==> src/rtl/bus_mux_reg_pkg.sv <==
// Shared types and constants for the registered datapath bus multiplexer.
// The optional BUSMUX_PRIORITY_EN build resolves multi-bit selects to the lowest index.
package bus_mux_pkg;

  typedef enum logic [1:0] {
    IDLE  = 2'd0,
    DRIVE = 2'd1,
    FAULT = 2'd2
  } state_t;

  localparam int SRC_DIN = 0;
  localparam int SRC_R0  = 1;
  localparam int SRC_R1  = 2;
  localparam int SRC_R2  = 3;
  localparam int SRC_R3  = 4;
  localparam int SRC_R4  = 5;
  localparam int SRC_R5  = 6;
  localparam int SRC_R6  = 7;
  localparam int SRC_PC  = 8;
  localparam int SRC_G   = 9;
  localparam int SRC_MEM = 10;

  localparam logic [7:0] ERR_CNT_MAX = 8'hFF;

  function automatic logic [7:0] sat_inc(input logic [7:0] cnt);
    if (cnt == ERR_CNT_MAX) begin
      sat_inc = cnt;
    end else begin
      sat_inc = cnt + 8'd1;
    end
  endfunction

endpackage

==> src/rtl/bus_mux_reg_if.sv <==
// Bus-side signal bundle of bus_mux_reg: master drives select/sources, slave is the mux.
interface bus_mux_reg_if #(
  parameter int WIDTH = 16,
  parameter int NSRC  = 11,
  parameter int IDX_W = $clog2(NSRC)
);
  logic                    en;
  logic [NSRC-1:0]         sel;
  logic [NSRC*WIDTH-1:0]   src_flat;
  logic                    err_clr;
  logic [WIDTH-1:0]        out;
  logic                    out_valid;
  logic [IDX_W-1:0]        src_idx;
  logic                    sel_err;
  logic [7:0]              err_cnt;

  modport master (
    output en, sel, src_flat, err_clr,
    input  out, out_valid, src_idx, sel_err, err_cnt
  );

  modport slave (
    input  en, sel, src_flat, err_clr,
    output out, out_valid, src_idx, sel_err, err_cnt
  );
endinterface

==> src/rtl/bus_mux_reg_onehot_enc.sv <==
// Combinational select classifier: lowest set index plus zero / one-hot / multi flags.
module onehot_enc #(
  parameter int N     = 11,
  parameter int IDX_W = $clog2(N)
) (
  input  logic [N-1:0]     i_sel,
  output logic [IDX_W-1:0] o_idx,
  output logic             o_is_zero,
  output logic             o_is_onehot,
  output logic             o_is_multi
);

  logic w_single;

  // Scan downward so the last assignment wins and yields the lowest set bit.
  always_comb begin
    o_idx = '0;
    for (int i = N - 1; i >= 0; i--) begin
      if (i_sel[i]) begin
        o_idx = IDX_W'(i);
      end else begin
        o_idx = o_idx;
      end
    end
  end

  assign w_single    = ((i_sel & (i_sel - {{(N-1){1'b0}}, 1'b1})) == '0);
  assign o_is_zero   = ~|i_sel;
  assign o_is_onehot = ~o_is_zero & w_single;
  assign o_is_multi  = ~o_is_zero & ~w_single;

endmodule

==> src/rtl/bus_mux_reg.sv <==
// Registered bus multiplexer with valid pulse, source index and illegal-select FAULT handling.
// Define BUSMUX_PRIORITY_EN to resolve multi-bit selects to the lowest index instead of faulting.
module bus_mux_reg
  import bus_mux_pkg::*;
#(
  parameter int WIDTH = 16,
  parameter int NSRC  = 11,
  parameter int IDX_W = $clog2(NSRC)
) (
  input  logic         Clock,
  input  logic         Resetn,
  bus_mux_reg_if.slave bus
);

  logic [IDX_W-1:0] w_idx;
  logic             w_is_zero;
  logic             w_is_onehot;
  logic             w_is_multi;
  logic [31:0]      w_base;
  logic [WIDTH-1:0] w_src;

  state_t           r_state;
  logic [WIDTH-1:0] r_out;
  logic             r_out_valid;
  logic [IDX_W-1:0] r_src_idx;
  logic             r_sel_err;
  logic [7:0]       r_err_cnt;

  onehot_enc #(.N(NSRC), .IDX_W(IDX_W)) u_enc (
    .i_sel       (bus.sel),
    .o_idx       (w_idx),
    .o_is_zero   (w_is_zero),
    .o_is_onehot (w_is_onehot),
    .o_is_multi  (w_is_multi)
  );

  assign w_base = 32'(w_idx) * 32'(WIDTH);
  assign w_src  = bus.src_flat[w_base +: WIDTH];

  // Control FSM with all bus outputs registered; err_clr outranks any same-cycle transfer.
  always_ff @(posedge Clock or negedge Resetn) begin
    if (!Resetn) begin
      r_state     <= IDLE;
      r_out       <= '0;
      r_out_valid <= 1'b0;
      r_src_idx   <= '0;
      r_sel_err   <= 1'b0;
      r_err_cnt   <= 8'h00;
    end else if (bus.err_clr) begin
      r_state     <= IDLE;
      r_out_valid <= 1'b0;
      r_sel_err   <= 1'b0;
      r_err_cnt   <= 8'h00;
    end else if (bus.en && !w_is_zero) begin
      case (r_state)
        IDLE, DRIVE: begin
          if (w_is_onehot) begin
            r_out       <= w_src;
            r_src_idx   <= w_idx;
            r_out_valid <= 1'b1;
            r_state     <= DRIVE;
          end else begin
`ifdef BUSMUX_PRIORITY_EN
            r_out       <= w_src;
            r_src_idx   <= w_idx;
            r_out_valid <= 1'b1;
            r_state     <= DRIVE;
            r_err_cnt   <= sat_inc(r_err_cnt);
`else
            r_out_valid <= 1'b0;
            r_sel_err   <= 1'b1;
            r_state     <= FAULT;
            r_err_cnt   <= sat_inc(r_err_cnt);
`endif
          end
        end
        FAULT: begin
          r_out_valid <= 1'b0;
          if (w_is_multi) begin
            r_err_cnt <= sat_inc(r_err_cnt);
          end else begin
            r_err_cnt <= r_err_cnt;
          end
        end
        default: begin
          r_state     <= FAULT;
          r_out_valid <= 1'b0;
          r_sel_err   <= 1'b1;
        end
      endcase
    end else begin
      r_out_valid <= 1'b0;
    end
  end

  assign bus.out       = r_out;
  assign bus.out_valid = r_out_valid;
  assign bus.src_idx   = r_src_idx;
  assign bus.sel_err   = r_sel_err;
  assign bus.err_cnt   = r_err_cnt;

endmodule

==> src/flat_wrapper.sv <==
// flat-port wrapper written by rule: the top's interface ports become plain ports
module bus_mux_reg_flat import bus_mux_pkg::*;
#(
  parameter int WIDTH = 16,
  parameter int NSRC  = 11,
  parameter int IDX_W = $clog2(NSRC)
)
  (Clock, Resetn, bus_en, bus_sel, bus_src_flat, bus_err_clr, bus_out, bus_out_valid, bus_src_idx, bus_sel_err, bus_err_cnt);
  bus_mux_reg_if #(.WIDTH(WIDTH), .NSRC(NSRC), .IDX_W(IDX_W)) bus_i ();
  input  logic Clock;
  input  logic Resetn;
  input wire logic [$bits(bus_i.en)-1:0] bus_en;
  input wire logic [$bits(bus_i.sel)-1:0] bus_sel;
  input wire logic [$bits(bus_i.src_flat)-1:0] bus_src_flat;
  input wire logic [$bits(bus_i.err_clr)-1:0] bus_err_clr;
  output wire logic [$bits(bus_i.out)-1:0] bus_out;
  output wire logic [$bits(bus_i.out_valid)-1:0] bus_out_valid;
  output wire logic [$bits(bus_i.src_idx)-1:0] bus_src_idx;
  output wire logic [$bits(bus_i.sel_err)-1:0] bus_sel_err;
  output wire logic [$bits(bus_i.err_cnt)-1:0] bus_err_cnt;
  assign bus_i.en = bus_en;
  assign bus_i.sel = bus_sel;
  assign bus_i.src_flat = bus_src_flat;
  assign bus_i.err_clr = bus_err_clr;
  assign bus_out = bus_i.out;
  assign bus_out_valid = bus_i.out_valid;
  assign bus_src_idx = bus_i.src_idx;
  assign bus_sel_err = bus_i.sel_err;
  assign bus_err_cnt = bus_i.err_cnt;
  bus_mux_reg #(.WIDTH(WIDTH), .NSRC(NSRC), .IDX_W(IDX_W)) u_core (.Clock(Clock), .Resetn(Resetn), .bus(bus_i));
endmodule
==> config.mk <==
export PLATFORM = sky130hd
export DESIGN_NAME = bus_mux_reg_flat
export DESIGN_NICKNAME = d
export VERILOG_FILES = /design/src/rtl/bus_mux_reg_pkg.sv /design/src/rtl/bus_mux_reg_if.sv /design/src/rtl/bus_mux_reg_onehot_enc.sv /design/src/rtl/bus_mux_reg.sv /design/src/flat_wrapper.sv
export SDC_FILE = /design/constraint.sdc
export NUM_CORES = 1
export LEC_CHECK = 0
export ABC_CLOCK_PERIOD_IN_PS = 3600
export CORE_AREA = 2 2 94 96
export CTS_BUF_LIST = sky130_fd_sc_hd__clkbuf_16
export DETAILED_ROUTE_END_ITERATION = 16
export DIE_AREA = 0 0 96 98
export PLACE_DENSITY = 0.95
export SLEW_MARGIN = 20
export SYNTH_ARGS = -nofsm -noshare
export SYNTH_HDL_FRONTEND = slang
export SYNTH_SLANG_ARGS = --single-unit
==> constraint.sdc <==
create_clock -name Clock -period 3.6 [get_ports Clock]
set_input_delay 0.36 -clock Clock [delete_from_list [all_inputs] [get_ports Clock]]
set_output_delay 0.36 -clock Clock [all_outputs]
set_load 0.03 [all_outputs]
==> out/qor.txt, run 1 <==
data required time at the worst endpoint = 3.73 ns
start of the worst register-to-register path = u_core.bus.err_cnt[0]
Resized Gates After CTS = 0
master of the slowest instance on the critical path = sky130_fd_sc_hd__o221a_2
wirelength, routed = 13400 um
number of register bits inferred by synthesis = 32
sequence of cells on the critical path = clkdlybuf4s50_1 -> nor3b_1 -> o221a_2 -> buf_4 -> mux2i_1 -> o2bb2ai_2 -> a22oi_1 -> o31ai_1
initial cell density of the core = 38.0%
crit path launch type = input port
clock latency of the later-clocked register in the worst-skew pair = 0.27 ns
count of flip-flops with a built-in enable after synthesis = 0
Finished Layout Cells = 666
number of global-route vias before repair = 3934
clock root buffer = sky130_fd_sc_hd__clkbuf_16
layout overhead on the synthesized area = 75.5%
maximum count of clock buffers along a single path = 2
final-report max-slew violation count = 0
WP data arrival = 2.97 ns
Routed wire per std cell = 20.1 um
routing usage on met3 = 4.09%
CP peak stage delay = 0.66 ns
Num CTS Buffers = 5
placeable core region = 0.00847 mm2
DIE HEIGHT = 98 um
max-cap viol count = 0
hold buffer count at cts = 0
Max H-tree Level = 2
summed instance area of the synthesized netlist = 0.00322 mm2
Pwr Density = 236 mW/mm2
proportion of synthesized chip area in sequential cells = 24.9%
Placed Cells = 658
clock-pin slew on the worst setup and hold paths = 0.05 ns
# IOs = 221
Yosys cell types = 63
initial antenna violation count = 0
Final Wtd Congestion = 0.957
Max Clock Skew = 0.00783 ns
HPWL after DPL = 11000 um
number of vias per cell = 5.84
layer with the highest usage = met2
number of standard cells after synthesis = 344
number of buffers inserted by port buffering = 220
slew at the pin closest to its max-slew limit = 0.702 ns
startpoint-to-endpoint class of the critical path = input port to flip-flop
average instance area after synthesis = 9.36 um2
Max-Slew Margin vs Limit = 53.1%
endpoints failing setup = 0
setup repair after global routing missed its margin = no
global-route wire length before repair = 20300 um
post-layout net count = 749
antenna diode instance count = 0
commonest register cell after synthesis = sky130_fd_sc_hd__dfrtp_1
overall track demand over capacity in global routing = 27.8%
leading post-synthesis cells by cell area = sky130_fd_sc_hd__dfrtp_1 25%, sky130_fd_sc_hd__o2bb2ai_1 8.2%, sky130_fd_sc_hd__mux2_2 5.6%, sky130_fd_sc_hd__mux2i_1 5.3%, sky130_fd_sc_hd__o221ai_1 4.6%
Die X-Extent = 96 um
Filler cells = 692
type of the worst min-delay path = flip-flop to flip-flop
Synth top area share = 24.9%
First DRT Iteration DRCs = 199
residual DRC count = 0
count of final hold-check violations = 0
share of async-settable or async-resettable flops after synthesis = 100%
Final TNS setup = 0 ns
gr ovfl total = 0
TritonCTS clock tree = built
post-CTS setup-driven buffer insertion count = 0
sink count of the clock tree = 32
Std-Cell Rows = 34
Power, Total = 0.00133 W
source of the critical timing path = bus_sel[9]
ratio of cells with drive above 1 in the final layout = 12.2%
YS warnings = 0
worst voltage drop across the vdd grid = 0.166 mV
GR met1 Demand/Resource = 36.9%
source of the worst hold timing path = u_core.bus.src_idx[2]
total via count after detailed routing = 3891
Final min period = 2.83 ns
first-pass iteration count of the detailed router = 5
endpoint type of the worst setup path = flip-flop
maximum number of pins on one net before global-route repair = 33
met2 Usage GRT = 45.7%
cell accounting for the most synthesized area = sky130_fd_sc_hd__dfrtp_1
area of the multi-input gates = 0.00220 mm2
Die Outline Area = 0.00941 mm2
FF+latch area = 801 um2
largest fanout of any net on the critical path = 19
antenna viol nets, final = 0
fmax = 353 MHz
post-route fraction of the period consumed by the critical path = 78.7%
leakage power = 2.14 nW
net count of the mapped netlist = 536
status = completed
## final cells by class
type,instances,area share (%)
Timing Repair Buffer,232,40.6
Sequential cell,32,14.2
Clock buffer,5,2.21
Inverter,17,1.13
Clock inverter,3,0.664
Multi-Input combinational cell,269,38.9
Tap cell,108,2.39
## power by group
| part | switching, W | leakage [nW] | internal, W |
|---|---|---|---|
| Sequential | 0.00000708 | 0.442 | 0.000368 |
| Combinational | 0.000200 | 1.62 | 0.000291 |
| Clock | 0.000145 | 0.0789 | 0.000321 |
| Total | 0.000352 | 2.14 | 0.000980 |
## cell families after synthesis
family	synth area share, %
flops	24.9
mux	12.3
xor+xnor	0.272
buf+inv	7.73
simple gates	13.9
compound gates	40.2
fa+ha+maj	0.700
## sequential cells by signal, indices dropped and copies added (netlist names)
signal / count
u_core.bus.out: 16
u_core.r_state: 2
u_core.bus.out_valid: 1
u_core.bus.sel_err: 1
u_core.bus.err_cnt: 8
u_core.bus.src_idx: 4
## routing by layer
layer / routed length (um) / vias to the layer above
li1: - / 1817
met3: 1100 / 31
met1: 5510 / 1837
met5: 0 / -
met2: 6450 / 206
met4: 363 / 0
## critical path: cells and delay by family
family	cells	cell delay, ns
AO/OA/AOI/OAI	4	1.08
buffers and inverters	2	0.91
AND/OR/NAND/NOR	1	0.33
multiplexers	1	0.26
## synth_stat cells, types with 8 or more instances
master	number
sky130_fd_sc_hd__clkbuf_1	8
sky130_fd_sc_hd__o22ai_1	14
sky130_fd_sc_hd__mux2_2	16
sky130_fd_sc_hd__o31a_1	15
sky130_fd_sc_hd__a21oi_1	14
sky130_fd_sc_hd__o2bb2ai_1	30
sky130_fd_sc_hd__dfrtp_1	32
sky130_fd_sc_hd__o221ai_1	17
sky130_fd_sc_hd__inv_1	17
sky130_fd_sc_hd__buf_2	8
sky130_fd_sc_hd__o31ai_1	8
sky130_fd_sc_hd__nand2_1	12
sky130_fd_sc_hd__o31ai_2	8
sky130_fd_sc_hd__mux2i_1	17
sky130_fd_sc_hd__nor2_1	16
sky130_fd_sc_hd__a22oi_1	15
## path summary, 6_finish.rpt
| kind | cells after the start | end | slack, ns |
|---|---|---|---|
| hold reg to reg | 2 | u_core.bus.src_idx[2] | 0.48 |
| max in group asynchronous | 2 | u_core.bus.out[4] | 2.80 |
| setup reg to reg | 6 | u_core.bus.err_cnt[4] | 1.42 |
| hold / removal | 2 | u_core.bus.src_idx[2] | 0.48 |
| setup / recovery | 8 | u_core.bus.out[14] | 0.77 |
| min in group asynchronous | 2 | u_core.bus.err_cnt[6] | 0.49 |
## stage by stage
step	area, um2	hold WS [ns]	utilization (%)	setup WS, ns
after floorplan	3220	0.0644	-	1.37
after global placement	5490	0.461	64.8	0.527
after detailed placement	5490	0.472	64.8	0.459
after CTS	5650	0.484	66.7	0.725
after global routing	5650	0.489	66.7	0.542
final	5650	0.480	66.7	0.765
## cells in the final DEF (no fill, tap or decap), types with 3 or more instances in the layout
| master | netlist | routed |
|---|---|---|
| sky130_fd_sc_hd__o31ai_2 | 8 | 8 |
| sky130_fd_sc_hd__buf_4 | 2 | 12 |
| sky130_fd_sc_hd__a21oi_2 | 7 | 7 |
| sky130_fd_sc_hd__o2bb2ai_1 | 30 | 30 |
| sky130_fd_sc_hd__o31ai_1 | 8 | 8 |
| sky130_fd_sc_hd__o31a_1 | 15 | 15 |
| sky130_fd_sc_hd__clkbuf_16 | 0 | 5 |
| sky130_fd_sc_hd__clkdlybuf4s50_1 | 0 | 220 |
| sky130_fd_sc_hd__o21ai_0 | 4 | 4 |
| sky130_fd_sc_hd__a22oi_1 | 15 | 15 |
| sky130_fd_sc_hd__a21oi_1 | 14 | 13 |
| sky130_fd_sc_hd__mux2i_1 | 17 | 17 |
| sky130_fd_sc_hd__inv_1 | 17 | 17 |
| sky130_fd_sc_hd__nand4_1 | 5 | 5 |
| sky130_fd_sc_hd__o221ai_1 | 17 | 17 |
| sky130_fd_sc_hd__a21o_1 | 6 | 6 |
| sky130_fd_sc_hd__mux2_1 | 4 | 4 |
| sky130_fd_sc_hd__nor3_1 | 3 | 3 |
| sky130_fd_sc_hd__mux2_2 | 16 | 16 |
| sky130_fd_sc_hd__nand3_1 | 7 | 7 |
| sky130_fd_sc_hd__or3_1 | 3 | 3 |
| sky130_fd_sc_hd__nand2_1 | 12 | 12 |
| sky130_fd_sc_hd__dfrtp_1 | 32 | 32 |
| sky130_fd_sc_hd__nor2_1 | 16 | 16 |
| sky130_fd_sc_hd__nor2b_1 | 4 | 4 |
| sky130_fd_sc_hd__o22ai_1 | 14 | 14 |
(Power assumes the default switching activity.)
==> run 2: changes to the inputs <==
ABC_CLOCK_PERIOD_IN_PS = 2500   (was 3600)
CORE_AREA = 2 2 102 104   (was 2 2 94 96)
DIE_AREA = 0 0 104 106   (was 0 0 96 98)
PLACE_DENSITY = 0.89   (was 0.95)
clock period = 2.5 ns   (was 3.6 ns; I/O delays follow)
==> out/qor.txt, run 2 (synthesis results as in run 1) <==
Routed wire per std cell = 20.1 um
largest fanout of any net on the critical path = 15
endpoint type of the worst setup path = flip-flop
clock-pin slew on the worst setup and hold paths = 0.06 ns
post-CTS setup-driven buffer insertion count = 0
startpoint-to-endpoint class of the critical path = input port to flip-flop
status = completed
share of the core filled with cells in the final layout = 62.2%
Num CTS Buffers = 5
ratio of cells with drive above 1 in the final layout = 20.3%
final-report max-slew violation count = 0
total via count after detailed routing = 4091
data required time at the worst endpoint = 2.68 ns
Filler cells = 841
DIE HEIGHT = 106 um
overall track demand over capacity in global routing = 26.3%
Placed Cells = 734
endpoints failing setup = 0
Max Clock Skew = 0.00584 ns
leakage power = 2.45 nW
wirelength, routed = 14900 um
antenna viol nets, final = 0
Final Wtd Congestion = 0.937
number of buffers inserted by port buffering = 220
Power, Total = 0.00202 W
hold buffer count at cts = 0
Pwr Density = 325 mW/mm2
Resized Gates After CTS = 0
placeable core region = 0.0100 mm2
number of global-route vias before repair = 4288
slew at the pin closest to its max-slew limit = 0.440 ns
Finished Layout Cells = 742
setup repair after global routing missed its margin = no
maximum number of pins on one net before global-route repair = 33
gr ovfl total = 0
initial antenna violation count = 0
max-cap viol count = 0
residual DRC count = 0
First DRT Iteration DRCs = 281
sink count of the clock tree = 32
first-pass iteration count of the detailed router = 4
count of final hold-check violations = 0
Std-Cell Rows = 37
most common library cell in the layout ignoring fill and taps = sky130_fd_sc_hd__clkdlybuf4s50_1
cell count of the worst reg-to-reg path = 6
type of the worst min-delay path = input port to asynchronous set/reset pin
Max H-tree Level = 2
post-layout net count = 797
clock latency of the later-clocked register in the worst-skew pair = 0.28 ns
most frequent cells in the layout = 219 x sky130_fd_sc_hd__clkdlybuf4s50_1, 49 x sky130_fd_sc_hd__buf_4, 32 x sky130_fd_sc_hd__dfrtp_1
worst voltage drop across the vdd grid = 0.246 mV
Die X-Extent = 104 um
number of flip-flops under the largest register name = 16
global-route wire length before repair = 23000 um
maximum count of clock buffers along a single path = 2
initial cell density of the core = 32.2%
layout overhead on the synthesized area = 93.1%
post-route fraction of the period consumed by the critical path = 96.8%
Die Outline Area = 0.0110 mm2
WP data arrival = 2.60 ns
clock root buffer = sky130_fd_sc_hd__clkbuf_16
HPWL after DPL = 12400 um
fmax = 413 MHz
crit path launch type = input port
number of vias per cell = 5.51
TritonCTS clock tree = built
# IOs = 221
Max-Slew Margin vs Limit = 70.7%
Final min period = 2.42 ns
antenna diode instance count = 0
-- run 2: cell types whose count changed in the layout (fill, tap and decap cells not counted) --
cell	change
sky130_fd_sc_hd__o31ai_1	-2
sky130_fd_sc_hd__a22oi_1	-3
sky130_fd_sc_hd__buf_12	+11
sky130_fd_sc_hd__o31ai_2	+2
sky130_fd_sc_hd__clkinv_2	+1
sky130_fd_sc_hd__dlymetal6s2s_1	+1
sky130_fd_sc_hd__clkdlybuf4s50_1	-1
sky130_fd_sc_hd__a22oi_2	+3
sky130_fd_sc_hd__clkinvlp_4	+1
sky130_fd_sc_hd__clkinv_1	-2
sky130_fd_sc_hd__buf_4	+37
-- run 2: area by class of cell --
class	count	area (um2)	area share, %
multi-input combinational	269	2220	35.7
tap	136	170	2.74
timing repair buffer	280	2790	44.9
clock inverter	3	42.5	0.684
clock buffer	5	125	2.01
sequential	32	801	12.9
inverter	17	63.8	1.03
-- run 2: report_power, final --
| part | switching, W | internal (W) | leakage, nW |
|---|---|---|---|
| Sequential | 0.0000117 | 0.000530 | 0.442 |
| Combinational | 0.000308 | 0.000468 | 1.92 |
| Clock | 0.000236 | 0.000468 | 0.0798 |
-- run 2: path summary, 6_finish.rpt --
path	start	to	slack [ns]
setup / recovery	bus_sel[7]	u_core.bus.out[11]	0.08
hold / removal	Resetn	u_core.bus.err_cnt[1]	0.41
setup reg to reg	u_core.bus.err_cnt[0]	u_core.bus.err_cnt[6]	0.55
hold reg to reg	u_core.bus.src_idx[3]	u_core.bus.src_idx[3]	0.49
max in group asynchronous	Resetn	u_core.bus.src_idx[3]	1.77
min in group Clock	u_core.bus.src_idx[3]	u_core.bus.src_idx[3]	0.49
-- run 2: metal layers --
layer | share of wire (%) | vias up | routed length (um) | global-route usage [%]
met1 | 42 | 1946 | 6320 | 33.5
met5 | 0 | - | 0 | 0
met2 | 48 | 189 | 7220 | 45.3
met3 | 5.7 | 43 | 856 | 4.05
li1 | - | 1913 | - | -
met4 | 3.4 | 0 | 504 | 8.88
-- run 2: stage by stage --
step,TNS (ns),hold slack (ns),setup slack [ns],area [um2]
after CTS,0,0.426,0.0447,6190
after floorplan,0,-0.0456,0.380,3220
after detailed placement,-2.84,0.488,-0.232,6020
final,0,0.408,0.0792,6220
after global placement,-1.73,0.466,-0.147,6020
after global routing,0,0.448,0.00780,6220
-- run 2: worst max-delay path, cell delays in order --
cell	delay (ns)
sky130_fd_sc_hd__clkdlybuf4s50_1	0.44
sky130_fd_sc_hd__or4_4	0.56
sky130_fd_sc_hd__o221a_2	0.30
sky130_fd_sc_hd__buf_12	0.16
sky130_fd_sc_hd__mux2_2	0.23
sky130_fd_sc_hd__o22ai_1	0.09
sky130_fd_sc_hd__o31a_1	0.34
sky130_fd_sc_hd__o31ai_2	0.23
